===== src/rtl/fifo_arb_pkg.sv =====
// Shared types for the FIFO write-port arbiter.
package fifo_arb_pkg;

    typedef enum logic {
        ARB_IDLE  = 1'b0,
        ARB_BURST = 1'b1
    } arb_state_t;

endpackage


===== src/rtl/fifo_wr_arbiter_rr_pick.sv =====
// Round-robin picker: first set request strictly after 'last', wrapping.
module rr_pick #(
    parameter  int unsigned N_REQ = 4,
    localparam int unsigned IW    = $clog2(N_REQ)
) (
    input  logic [N_REQ-1:0] req,
    input  logic [IW-1:0]    last,
    output logic             found,
    output logic [IW-1:0]    next
);

    logic [IW-1:0] cand;

    // Scan last+1 .. last+N_REQ; the final step revisits 'last' itself.
    always_comb begin
        found = 1'b0;
        next  = '0;
        cand  = '0;
        for (int unsigned i = 1; i <= N_REQ; i++) begin
            cand = IW'((32'(last) + i) % N_REQ);
            if (!found && req[cand]) begin
                found = 1'b1;
                next  = cand;
            end
        end
    end

endmodule


===== src/rtl/fifo_wr_arbiter.sv =====
// Round-robin burst arbiter sharing one FIFO write port between N_REQ producers.
module fifo_wr_arbiter
    import fifo_arb_pkg::*;
#(
    parameter  int unsigned N_REQ      = 4,
    parameter  int unsigned DATA_WIDTH = 8,
    parameter  int unsigned MAX_BURST  = 4,
    localparam int unsigned IW         = $clog2(N_REQ)
) (
    input  logic                        clk,
    input  logic                        reset,
    input  logic [N_REQ-1:0]            req,
    input  logic [N_REQ*DATA_WIDTH-1:0] req_data,
    input  logic                        fifo_full,
    output logic [N_REQ-1:0]            gnt,
    output logic                        fifo_wr,
    output logic [DATA_WIDTH-1:0]       fifo_wdata,
    output logic [IW-1:0]               owner,
    output logic                        busy
);

    localparam int unsigned CW = $clog2(MAX_BURST + 1);

    arb_state_t    state_q, state_d;
    logic [IW-1:0] owner_q, owner_d;
    logic [CW-1:0] count_q, count_d;

    logic          pick_found;
    logic [IW-1:0] pick_idx;
    logic          req_own_c;
    logic          accept_c;

    rr_pick #(.N_REQ(N_REQ)) u_rr_pick (
        .req   (req),
        .last  (owner_q),
        .found (pick_found),
        .next  (pick_idx)
    );

    always_ff @(posedge clk or posedge reset) begin
        if (reset) begin
            state_q <= ARB_IDLE;
            owner_q <= IW'(N_REQ - 1);
            count_q <= '0;
        end else begin
            state_q <= state_d;
            owner_q <= owner_d;
            count_q <= count_d;
        end
    end

    assign req_own_c = req[owner_q];
    assign accept_c  = (state_q == ARB_BURST) && req_own_c && !fifo_full;

    // Next-state: arbitrate in IDLE, count accepted words in BURST.
    always_comb begin
        state_d = state_q;
        owner_d = owner_q;
        count_d = count_q;
        case (state_q)
            ARB_IDLE: begin
                if (pick_found) begin
                    state_d = ARB_BURST;
                    owner_d = pick_idx;
                    count_d = '0;
                end
            end
            ARB_BURST: begin
                if (accept_c) begin
                    if (count_q == CW'(MAX_BURST - 1)) begin
                        state_d = ARB_IDLE;
                        count_d = '0;
                    end else begin
                        count_d = count_q + CW'(1);
                    end
                end else if (!req_own_c) begin
                    state_d = ARB_IDLE;
                    count_d = '0;
                end
            end
        endcase
    end

    // Same-cycle consume strobe and write data for the current owner.
    always_comb begin
        gnt        = '0;
        fifo_wdata = '0;
        for (int i = 0; i < int'(N_REQ); i++) begin
            if (owner_q == IW'(i)) begin
                gnt[i] = accept_c;
                if (accept_c) begin
                    fifo_wdata = req_data[i*DATA_WIDTH +: DATA_WIDTH];
                end
            end
        end
    end

    assign fifo_wr = accept_c;
    assign owner   = owner_q;
    assign busy    = (state_q == ARB_BURST);

endmodule

===== config.mk =====
export PLATFORM = sky130hd
export DESIGN_NAME = fifo_wr_arbiter
export DESIGN_NICKNAME = d
export VERILOG_FILES = /design/src/rtl/fifo_arb_pkg.sv /design/src/rtl/fifo_wr_arbiter_rr_pick.sv /design/src/rtl/fifo_wr_arbiter.sv
export SDC_FILE = /design/constraint.sdc
export NUM_CORES = 1
export LEC_CHECK = 0
export ABC_AREA = 1
export CAP_MARGIN = 30
export CORE_MARGIN = 2
export CORE_UTILIZATION = 37
export CTS_CLUSTER_DIAMETER = 100
export DETAILED_ROUTE_END_ITERATION = 10
export GPL_TIMING_DRIVEN = 0
export PLACE_DENSITY = 0.76
export SKIP_CTS_REPAIR_TIMING = 1
export SLEW_MARGIN = 20
export SYNTH_ARGS = -nofsm -noshare
export SYNTH_HDL_FRONTEND = slang
export SYNTH_SLANG_ARGS = --single-unit

===== constraint.sdc =====
create_clock -name clk -period 2.1 [get_ports clk]
set_input_delay 0.63 -clock clk [delete_from_list [all_inputs] [get_ports clk]]
set_output_delay 0.63 -clock clk [all_outputs]
set_load 0.02 [all_outputs]

==> results.sh, run 1 <==
export IMPL_overflow=0
export IMPL_fillCellCount=284
export IMPL_syn_area_per_cell_um2=5.75
export IMPL_setup_viol=13
export IMPL_hpwl_um=2460
export IMPL_post_route_cells_drive_above_1_share=0.274
export IMPL_skew_ps=2.16
export IMPL_power_leakage_nw=1.12
export IMPL_maxCapViolCount=0
export IMPL_netlist_cell_type_count=21
export IMPL_drtPass1Iterations=4
export IMPL_placed_cell_area_mm2=0.00182
export IMPL_clock_fmax_mhz=394
export IMPL_tightest_slew_ps=392
export IMPL_die_area_mm2=0.00360
export IMPL_num_io_pins=55
export IMPL_io_buffers=54
export IMPL_synth_area_mm2=0.00116
export IMPL_start_util=0.383
export IMPL_num_antenna_cells=0
export IMPL_worstSetupEndpointType="output port"
export IMPL_ir_drop_uv=845
export IMPL_detailedPlace_worstSlack_ps=-1320
export IMPL_synth_seq_cells=6
export IMPL_critPathMostFrequentCell="nand2_4"
export IMPL_maxSlewViolCount=0
export IMPL_drc=0
export IMPL_powerDensity_mw_per_mm2=1080
export IMPL_h_tree_depth=1
export IMPL_synth_cells=202
export IMPL_status="finished with violations"
export IMPL_drtIter0Drc=54
export IMPL_cts_num_sinks=6
export IMPL_multi_input_area_um2=896
export IMPL_cpPeakStageDelay_ps=560
export IMPL_finalInstanceArea_mm2=0.00202
export IMPL_worst_slack_ps=-439
export IMPL_seq_area_um2=153
export IMPL_path_cells="buf_8, inv_8, nand2_4, nand2_4, nand2_4, nand2_8, buf_6, nand4_1, nand3_1, nand2_1, nand2_2, buf_4"
export IMPL_gp_congestion=0.898
export IMPL_clkTransAtPathRegs_ps=40
export IMPL_die_y_um=60.0
export IMPL_yosysTopAreaCell="nand2_1"
export IMPL_vias_per_cell=4.70
export IMPL_rsz0062_at_grt="yes"
export IMPL_first_global_vias=1196
export IMPL_use_met3=0.0216
export IMPL_start_kind="flip-flop"
export IMPL_seq_area_frac_synth=0.131
export IMPL_cts_tree="built"
export IMPL_area_delta_synth_final_pct=74.1
export IMPL_synth_area_top_cells="nand2_1 20%, nand4_1 14%, nand3_1 11%"
export IMPL_grt_usage=0.175
export IMPL_rows=20
export IMPL_max_slew_margin_rel=0.739
export IMPL_coreArea_mm2=0.00303
export IMPL_cts_made_buffers=3
export IMPL_min_path_type="flip-flop to flip-flop"
export IMPL_clk_latency_ps=230
export IMPL_ys_warn_count=0
export IMPL_required_ps=1470
export IMPL_grt_max_degree=11
export IMPL_yosysTopAreaCellShare=0.197
export IMPL_drt_total_wl_um=3380
export IMPL_violations="setup timing"
export IMPL_finalNetCount=316
export IMPL_vias=1477
export IMPL_antenna_found_initial=0
export IMPL_grt_pass1_wl_um=4910
export IMPL_ant_nets=0
export IMPL_cts_root_buffer="clkbuf_4"
export IMPL_cp_slowest_cell="dfstp_2"
export IMPL_clockBufferDepth=2
export IMPL_top_usage_layer="met2"
export IMPL_cp_max_fo=10
export IMPL_grtUsageMet1=0.224
export IMPL_period_share=1.21
export IMPL_cp_arrival_ps=1910
export IMPL_wl_per_cell_um=10.8
export IMPL_use_met2=0.307
export IMPL_layout_min_cycle_time_ps=2540
export IMPL_hold_viol=0
export IMPL_syn_num_nets=246
export IMPL_hold_worst_slack_ps=510
export IMPL_path_class="flip-flop to output port"
export IMPL_die_w_um=60.0
[sequential cells by signal, indices dropped and copies added (netlist names)]
register  cells
busy          1
count_q       3
owner         2
[routing by layer]
metal  up-vias  part of all wire
li1        787                 -
met1       634              0.44
met2        54              0.49
met3         2             0.063
met4         0            0.0024
met5         -                 0
[cell families after synthesis]
logic type,Yosys count,share of synthesized area
fa+ha+maj,5,0.0539
compound gates,3,0.0129
flops,6,0.131
simple gates,138,0.601
buf+inv,50,0.200
[critical path, delay by kind of cell (launching register included)]
kind	cells	cell delay, ps
and+or+nand+nor	8	610
DFF	1	560
buffers and inverters	4	500
[synthesized netlist by cell type]
| cell | n |
|---|---|
| buf_2 | 2 |
| nor2_1 | 13 |
| nand2_8 | 2 |
| buf_6 | 3 |
| nand3_1 | 25 |
| o21ai_1 | 3 |
| nor3_1 | 1 |
| nand2_2 | 5 |
| nor2_4 | 1 |
| dfrtp_1 | 4 |
| inv_2 | 5 |
| nand4_1 | 26 |
| buf_1 | 1 |
| nand2_4 | 4 |
| inv_1 | 33 |
| ha_1 | 5 |
| nand2_1 | 61 |
| clkbuf_1 | 3 |
| inv_8 | 2 |
| clkinv_4 | 1 |
| dfstp_2 | 2 |
[through the flow]
stage,power (mW),TNS [ps],instances,utilization
final,2.18,-4070,314,0.668
after global routing,2.37,-5290,314,0.668
after CTS,1.91,-14870,303,0.607
after detailed placement,1.80,-14780,300,0.600
after global placement,1.79,-14510,300,0.600
after floorplan,1.36,-938,202,-
[cell type report]
| class | instances | area share |
|---|---|---|
| plain buffers | 8 | 0.0390 |
| clock buffers | 3 | 0.0111 |
| inverters | 41 | 0.0910 |
| multi-input cells | 147 | 0.443 |
| flip-flops and latches | 6 | 0.0755 |
| well taps | 44 | 0.0272 |
| repair buffers | 65 | 0.313 |
[where the power goes]
| group | switching (mW) | internal [mW] | leakage [nW] |
|---|---|---|---|
| sequential | 0.0453 | 0.172 | 0.0728 |
| clock | 0.0343 | 0.0642 | 0.0138 |
| combinational | 1.08 | 0.785 | 1.03 |
| total | 1.16 | 1.02 | 1.12 |
[worst paths after layout]
check,from,end,slack [ps],cells after the start
worst max-delay path,owner[0],fifo_wdata[0],-440,12
worst min-delay path,count_q[1],count_q[1],510,2
worst max register to register,owner[0],owner[0],230,11
worst min register to register,count_q[1],count_q[1],510,2
max in group asynchronous,reset,owner[0],1260,2
min in group asynchronous,reset,count_q[2],600,2
[placed cells by master (no fill, tap or decap), types with 3 or more instances in the layout]
cell             netlist  routed
buf_4                  0      17
buf_6                  3       7
clkbuf_2               0       3
clkbuf_4               0       3
clkdlybuf4s50_1        0      35
dfrtp_1                4       4
dlymetal6s2s_1         0       6
ha_1                   5       3
inv_1                 33      33
inv_2                  5       4
nand2_1               61      50
nand2_2                5      11
nand2_4                4       7
nand2_8                2       5
nand3_1               25      24
nand4_1               26      26
nor2_1                13      11
o21ai_1                3       3
Note: power is estimated with default switching activity, not from simulation.
==> run 2: changes to the inputs <==
--- a/config.mk
+++ b/config.mk
@@ -8,13 +8,14 @@
 export ABC_AREA = 1
 export CAP_MARGIN = 30
 export CORE_MARGIN = 2
-export CORE_UTILIZATION = 37
+export CORE_UTILIZATION = 35
 export CTS_CLUSTER_DIAMETER = 100
 export DETAILED_ROUTE_END_ITERATION = 10
 export GPL_TIMING_DRIVEN = 0
-export PLACE_DENSITY = 0.76
+export PLACE_DENSITY = 0.77
 export SKIP_CTS_REPAIR_TIMING = 1
 export SLEW_MARGIN = 20
 export SYNTH_ARGS = -nofsm -noshare
 export SYNTH_HDL_FRONTEND = slang
+export SYNTH_HIERARCHICAL = 1
 export SYNTH_SLANG_ARGS = --single-unit
==> results.sh, run 2 <==
export IMPL_clockBufferDepth=2
export IMPL_yosysTopAreaCell="nand2_1"
export IMPL_grt_usage=0.174
export IMPL_drt_total_wl_um=3070
export IMPL_skew_ps=7.44
export IMPL_worst_r2r_startpoint="owner[0]"
export IMPL_reg2reg_depth=12
export IMPL_power_leakage_nw=0.980
export IMPL_critPathMostFrequentCell="nand2_1"
export IMPL_critical_path_endpoint="fifo_wdata[2]"
export IMPL_grt_max_degree=15
export IMPL_cp_depth=9
export IMPL_required_ps=1470
export IMPL_post_route_cells_drive_above_1_share=0.308
export IMPL_r2r_slack_ps=120
export IMPL_path_cells="nand2_1, nand2_1, nand2_2, nand2_4, nand3_4, nor2_4, nand2_1, nand3_2, buf_6"
export IMPL_tightest_slew_ps=439
export IMPL_clk_latency_ps=240
export IMPL_min_path_type="flip-flop to flip-flop"
export IMPL_cts_root_buffer="clkbuf_4"
export IMPL_worst_slack_ps=-327
export IMPL_vias_per_cell=4.77
export IMPL_mostFrequentLayoutCell="nand2_1"
export IMPL_max_slew_margin_rel=0.707
export IMPL_status="finished with violations"
export IMPL_die_w_um=56.5
export IMPL_layout_min_cycle_time_ps=2430
export IMPL_num_io_pins=55
export IMPL_cts_num_sinks=6
export IMPL_clkTransAtPathRegs_ps=50
export IMPL_grt_pass1_wl_um=4580
export IMPL_ant_nets=0
export IMPL_setup_viol=13
export IMPL_seq_area_um2=153
export IMPL_antenna_found_initial=0
export IMPL_drtIter0Drc=35
export IMPL_cpPeakStageDelay_ps=600
export IMPL_synth_seq_cells=6
export IMPL_drtPass1Iterations=4
export IMPL_ys_warn_count=6
export IMPL_drc=0
export IMPL_netlist_cell_type_count=22
export IMPL_h_tree_depth=1
export IMPL_die_y_um=56.5
export IMPL_worstReg2RegEnd="count_q[2]"
export IMPL_cp_arrival_ps=1800
export IMPL_synth_cells=169
export IMPL_synth_area_top_cells="nand2_1 16%, nor2_1 13%, nand3_1 11%"
export IMPL_multi_input_area_um2=782
export IMPL_hold_viol=0
export IMPL_path_buf_inv=1
export IMPL_rows=19
export IMPL_clock_fmax_mhz=412
export IMPL_final_cell_mix="40 x nand2_1, 34 x clkdlybuf4s50_1, 33 x nor2_1"
export IMPL_synth_area_um2=966
export IMPL_syn_area_per_cell_um2=5.72
export IMPL_detailedPlace_worstSlack_ps=-1170
export IMPL_startpoint="owner[0]"
export IMPL_ir_drop_uv=881
export IMPL_seqPwrFrac=0.120
export IMPL_power_share_combinational=0.824
export IMPL_first_global_vias=1074
export IMPL_io_buffers=54
export IMPL_largest_register_ffs=3
export IMPL_rsz0062_at_grt="yes"
export IMPL_netSwitchingPower_mw=1.04
export IMPL_num_antenna_cells=0
export IMPL_period_share=1.16
export IMPL_internal_power_uw=887
export IMPL_maxSlewViolCount=0
export IMPL_overflow=0
export IMPL_critical_path_top_delay_family="simple AND/OR/NAND/NOR gates"
export IMPL_violations="setup timing"
export IMPL_path_class="flip-flop to output port"
export IMPL_gp_congestion=0.839
export IMPL_cp_max_fo=6
export IMPL_cts_tree="built"
export IMPL_seq_area_frac_synth=0.158
export IMPL_async_flop_share=1.00
export IMPL_cp_slowest_cell="dfstp_2"
export IMPL_post_route_util=0.654
export IMPL_hpwl_um=2220
export IMPL_clock_power_share=0.056
export IMPL_finalNetCount=275
export IMPL_maxCapViolCount=0
export IMPL_switching_share=0.540
export IMPL_largest_register="count_q"
export IMPL_synth_top_cells_by_count="41 x nand2_1, 34 x nor2_1, 25 x inv_1"
export IMPL_powerDensity_mw_per_mm2=1100
export IMPL_start_util=0.360
export IMPL_synth_most_common_cell="nand2_1"
export IMPL_vias=1263
export IMPL_area_delta_synth_final_pct=81.9
export IMPL_fillCellCount=243
export IMPL_cts_made_buffers=3
export IMPL_start_kind="flip-flop"
export IMPL_synth_edf_count=0
export IMPL_coreArea_mm2=0.00269
export IMPL_yosysTopAreaCellShare=0.159
export IMPL_worstSetupEndpointType="output port"
export IMPL_synth_main_ff_cell="dfrtp_1"
export IMPL_die_area_mm2=0.00320
export IMPL_wl_per_cell_um=11.6
export IMPL_syn_num_nets=209
-- run 2: area by class of cell --
class	instances	share of cell area
clock buffer	4	0.0150
tap	31	0.0221
inverter	29	0.0677
sequential	6	0.0869
timing repair buffer	60	0.348
buffer	3	0.0150
multi-input combinational	132	0.445
-- run 2: power groups by stage --
stage / registers, mW / clock network, mW / logic (mW)
global route: 0.238 / 0.116 / 1.73
floorplan: 0.274 / 0 / 0.957
global placement: 0.252 / 0 / 1.37
CTS: 0.250 / 0.113 / 1.38
detailed placement: 0.251 / 0 / 1.38
finish: 0.231 / 0.108 / 1.59
-- run 2: worst min path at each step --
stage                 end  slack (ps)       start  cells after the start
6_report       count_q[1]         480  count_q[1]                      2
5_1_grt        count_q[1]         500  count_q[1]                      2
4_1_cts        count_q[1]         490  count_q[1]                      2
3_5_place_dp   count_q[1]         480  count_q[1]                      2
3_3_place_gp   count_q[1]         460  count_q[1]                      2
2_1_floorplan        busy         420       reset                      1
-- run 2: cell families (layout without fill, tap and decap cells) --
family          count (synthesis)  count (layout)  synth area share
simple gates                  123             124             0.644
flops                           6               6             0.158
compound gates                  7               7            0.0402
buf+inv                        32              96             0.145
fa+ha+maj                       1               1            0.0130
-- run 2: tightest hold or removal path, stage by stage (launching register included) --
cell and delay [ps]:
dfrtp_1 340, nand2_1 50, nand2_1 50
-- run 2: routing by layer --
layer	vias up	GRT usage	share of wire
met3	4	0.0230	0.038
met4	0	0.0680	0.014
met1	570	0.226	0.45
li1	655	-	-
met2	34	0.289	0.50
met5	-	0	0
-- run 2: through the flow --
step	power, mW	area [µm²]	hold slack (ps)	TNS, ps	cells
after global routing	2.08	1760	503	-4960	265
final	1.93	1760	481	-3400	265
after floorplan	1.23	1010	420	-112	169
after detailed placement	1.63	1590	475	-14150	254
after CTS	1.74	1610	485	-13960	258
after global placement	1.62	1590	464	-13950	254
==> run 3: changes to the inputs <==
--- a/config.mk
+++ b/config.mk
@@ -11,8 +11,10 @@
 export CORE_UTILIZATION = 35
 export CTS_CLUSTER_DIAMETER = 100
 export DETAILED_ROUTE_END_ITERATION = 10
+export GPL_ROUTABILITY_DRIVEN = 0
 export GPL_TIMING_DRIVEN = 0
 export PLACE_DENSITY = 0.77
+export REMOVE_ABC_BUFFERS = 1
 export SKIP_CTS_REPAIR_TIMING = 1
 export SLEW_MARGIN = 20
 export SYNTH_ARGS = -nofsm -noshare
==> results.sh, run 3 (same netlist as run 2, synthesis figures left out) <==
export IMPL_status="finished with violations"
export IMPL_violations="setup timing"
export IMPL_max_slew_margin_rel=0.821
export IMPL_rsz0062_at_grt="yes"
export IMPL_maxCapViolCount=0
export IMPL_grt_max_degree=17
export IMPL_fillCellCount=261
export IMPL_largest_register="count_q"
export IMPL_vias=1215
export IMPL_tightest_slew_ps=268
export IMPL_power_leakage_nw=0.928
export IMPL_worst_slack_ps=-388
export IMPL_overflow=0
export IMPL_area_delta_synth_final_pct=70.2
export IMPL_required_ps=1470
export IMPL_startpoint="owner[0]"
export IMPL_cp_depth=9
export IMPL_maxSlewViolCount=0
export IMPL_worst_r2r_startpoint="owner[0]"
export IMPL_post_route_cells_drive_above_1_share=0.268
export IMPL_placed_cells=251
export IMPL_path_buf_inv=1
export IMPL_num_antenna_cells=0
export IMPL_clockBufferDepth=2
export IMPL_worstSetupEndpointType="output port"
export IMPL_layout_min_cycle_time_ps=2490
export IMPL_h_tree_depth=1
export IMPL_critical_path_top_delay_family="simple AND/OR/NAND/NOR gates"
export IMPL_start_kind="flip-flop"
export IMPL_cts_made_buffers=3
export IMPL_finalNetCount=269
export IMPL_grt_pass1_wl_um=4480
export IMPL_setup_viol=13
export IMPL_drtIter0Drc=53
export IMPL_io_buffers=54
export IMPL_wl_per_cell_um=11.5
export IMPL_r2r_slack_ps=170
export IMPL_rows=19
export IMPL_die_y_um=56.5
export IMPL_powerDensity_mw_per_mm2=1080
export IMPL_cts_root_buffer="clkbuf_4"
export IMPL_coreArea_mm2=0.00269
export IMPL_ant_nets=0
export IMPL_mostFrequentLayoutCell="nand2_1"
export IMPL_cp_max_fo=8
export IMPL_clock_fmax_mhz=402
export IMPL_path_cells="nand2_2, nand2_1, nand2_2, nand2_4, nand3_4, nor2_4, nand2_1, nand3_2, buf_6"
export IMPL_drtPass1Iterations=4
export IMPL_drt_total_wl_um=2970
export IMPL_stdcell_count=259
export IMPL_hold_viol=0
export IMPL_cp_slowest_cell="dfstp_4"
export IMPL_final_cell_mix="35 x nand2_1, 34 x nor2_1, 34 x clkdlybuf4s50_1"
export IMPL_post_route_util=0.612
export IMPL_ir_drop_uv=745
export IMPL_cts_tree="built"
export IMPL_critical_path_endpoint="fifo_wdata[0]"
export IMPL_num_io_pins=55
export IMPL_hpwl_um=2160
export IMPL_die_area_mm2=0.00320
export IMPL_first_global_vias=990
export IMPL_start_util=0.360
export IMPL_clkTransAtPathRegs_ps=50
export IMPL_period_share=1.18
export IMPL_path_class="flip-flop to output port"
export IMPL_cpPeakStageDelay_ps=660
export IMPL_cp_arrival_ps=1860
export IMPL_drc=0
export IMPL_worstReg2RegEnd="count_q[2]"
export IMPL_min_path_type="flip-flop to flip-flop"
export IMPL_vias_per_cell=4.69
export IMPL_grt_usage=0.173
export IMPL_largest_register_ffs=3
export IMPL_clk_latency_ps=240
export IMPL_reg2reg_depth=11
export IMPL_antenna_found_initial=0
export IMPL_die_w_um=56.5
export IMPL_skew_ps=6.00
export IMPL_cts_num_sinks=6
==> run 3: cell types whose count changed in the layout (fill, tap and decap cells not counted), sizes merged <==
cell    before  now
buf         21   13
clkbuf       5    7
==> run 3: worst min-delay path by stage <==
stage	cells after the start	start	slack, ps	endpoint
2_1_floorplan	1	reset	420	busy
6_report	2	count_q[1]	480	count_q[1]
3_5_place_dp	2	count_q[1]	480	count_q[1]
4_1_cts	2	count_q[1]	490	count_q[1]
5_1_grt	2	count_q[1]	530	count_q[1]
3_3_place_gp	2	count_q[1]	460	count_q[1]
==> run 3: worst reg2reg max path: cells and delay by family, from the launching register on <==
kind	cells	cell delay, ps
AOI/OAI and AO/OA	1	270
DFF	1	660
and+or+nand+nor	8	700
buffers and inverters	2	250
==> run 3: per-layer routing <==
layer | GRT usage | wire length (µm)
met1 | 0.249 | 1430
met2 | 0.266 | 1370
met3 | 0.0253 | 155
met4 | 0.0510 | 14
met5 | 0 | 0
==> run 3: cell type report <==
| class | count | area, µm² | share of cell area |
|---|---|---|---|
| clock buffers | 4 | 26.3 | 0.0160 |
| inverters | 29 | 116 | 0.0708 |
| multi-input cells | 132 | 742 | 0.451 |
| flip-flops and latches | 6 | 158 | 0.0959 |
| well taps | 31 | 38.8 | 0.0236 |
| repair buffers | 57 | 563 | 0.342 |
==> run 3: stage by stage <==
stage / setup TNS, ps / setup slack, ps / area (µm²) / total power, mW / hold slack, ps
floorplan: -1550 / -194 / 940 / 1.17 / 420
global placement: -13850 / -1150 / 1520 / 1.54 / 464
detailed placement: -14200 / -1180 / 1520 / 1.55 / 479
CTS: -14330 / -1180 / 1550 / 1.68 / 490
global route: -5460 / -502 / 1640 / 1.96 / 535
finish: -3850 / -388 / 1640 / 1.78 / 484
==> run 3: report_power, final <==
part / internal [mW] / leakage, nW / switching [mW]
Combinational: 0.535 / 0.839 / 0.841
Sequential: 0.186 / 0.0733 / 0.103
Clock: 0.0718 / 0.0150 / 0.0391
Total: 0.793 / 0.928 / 0.983
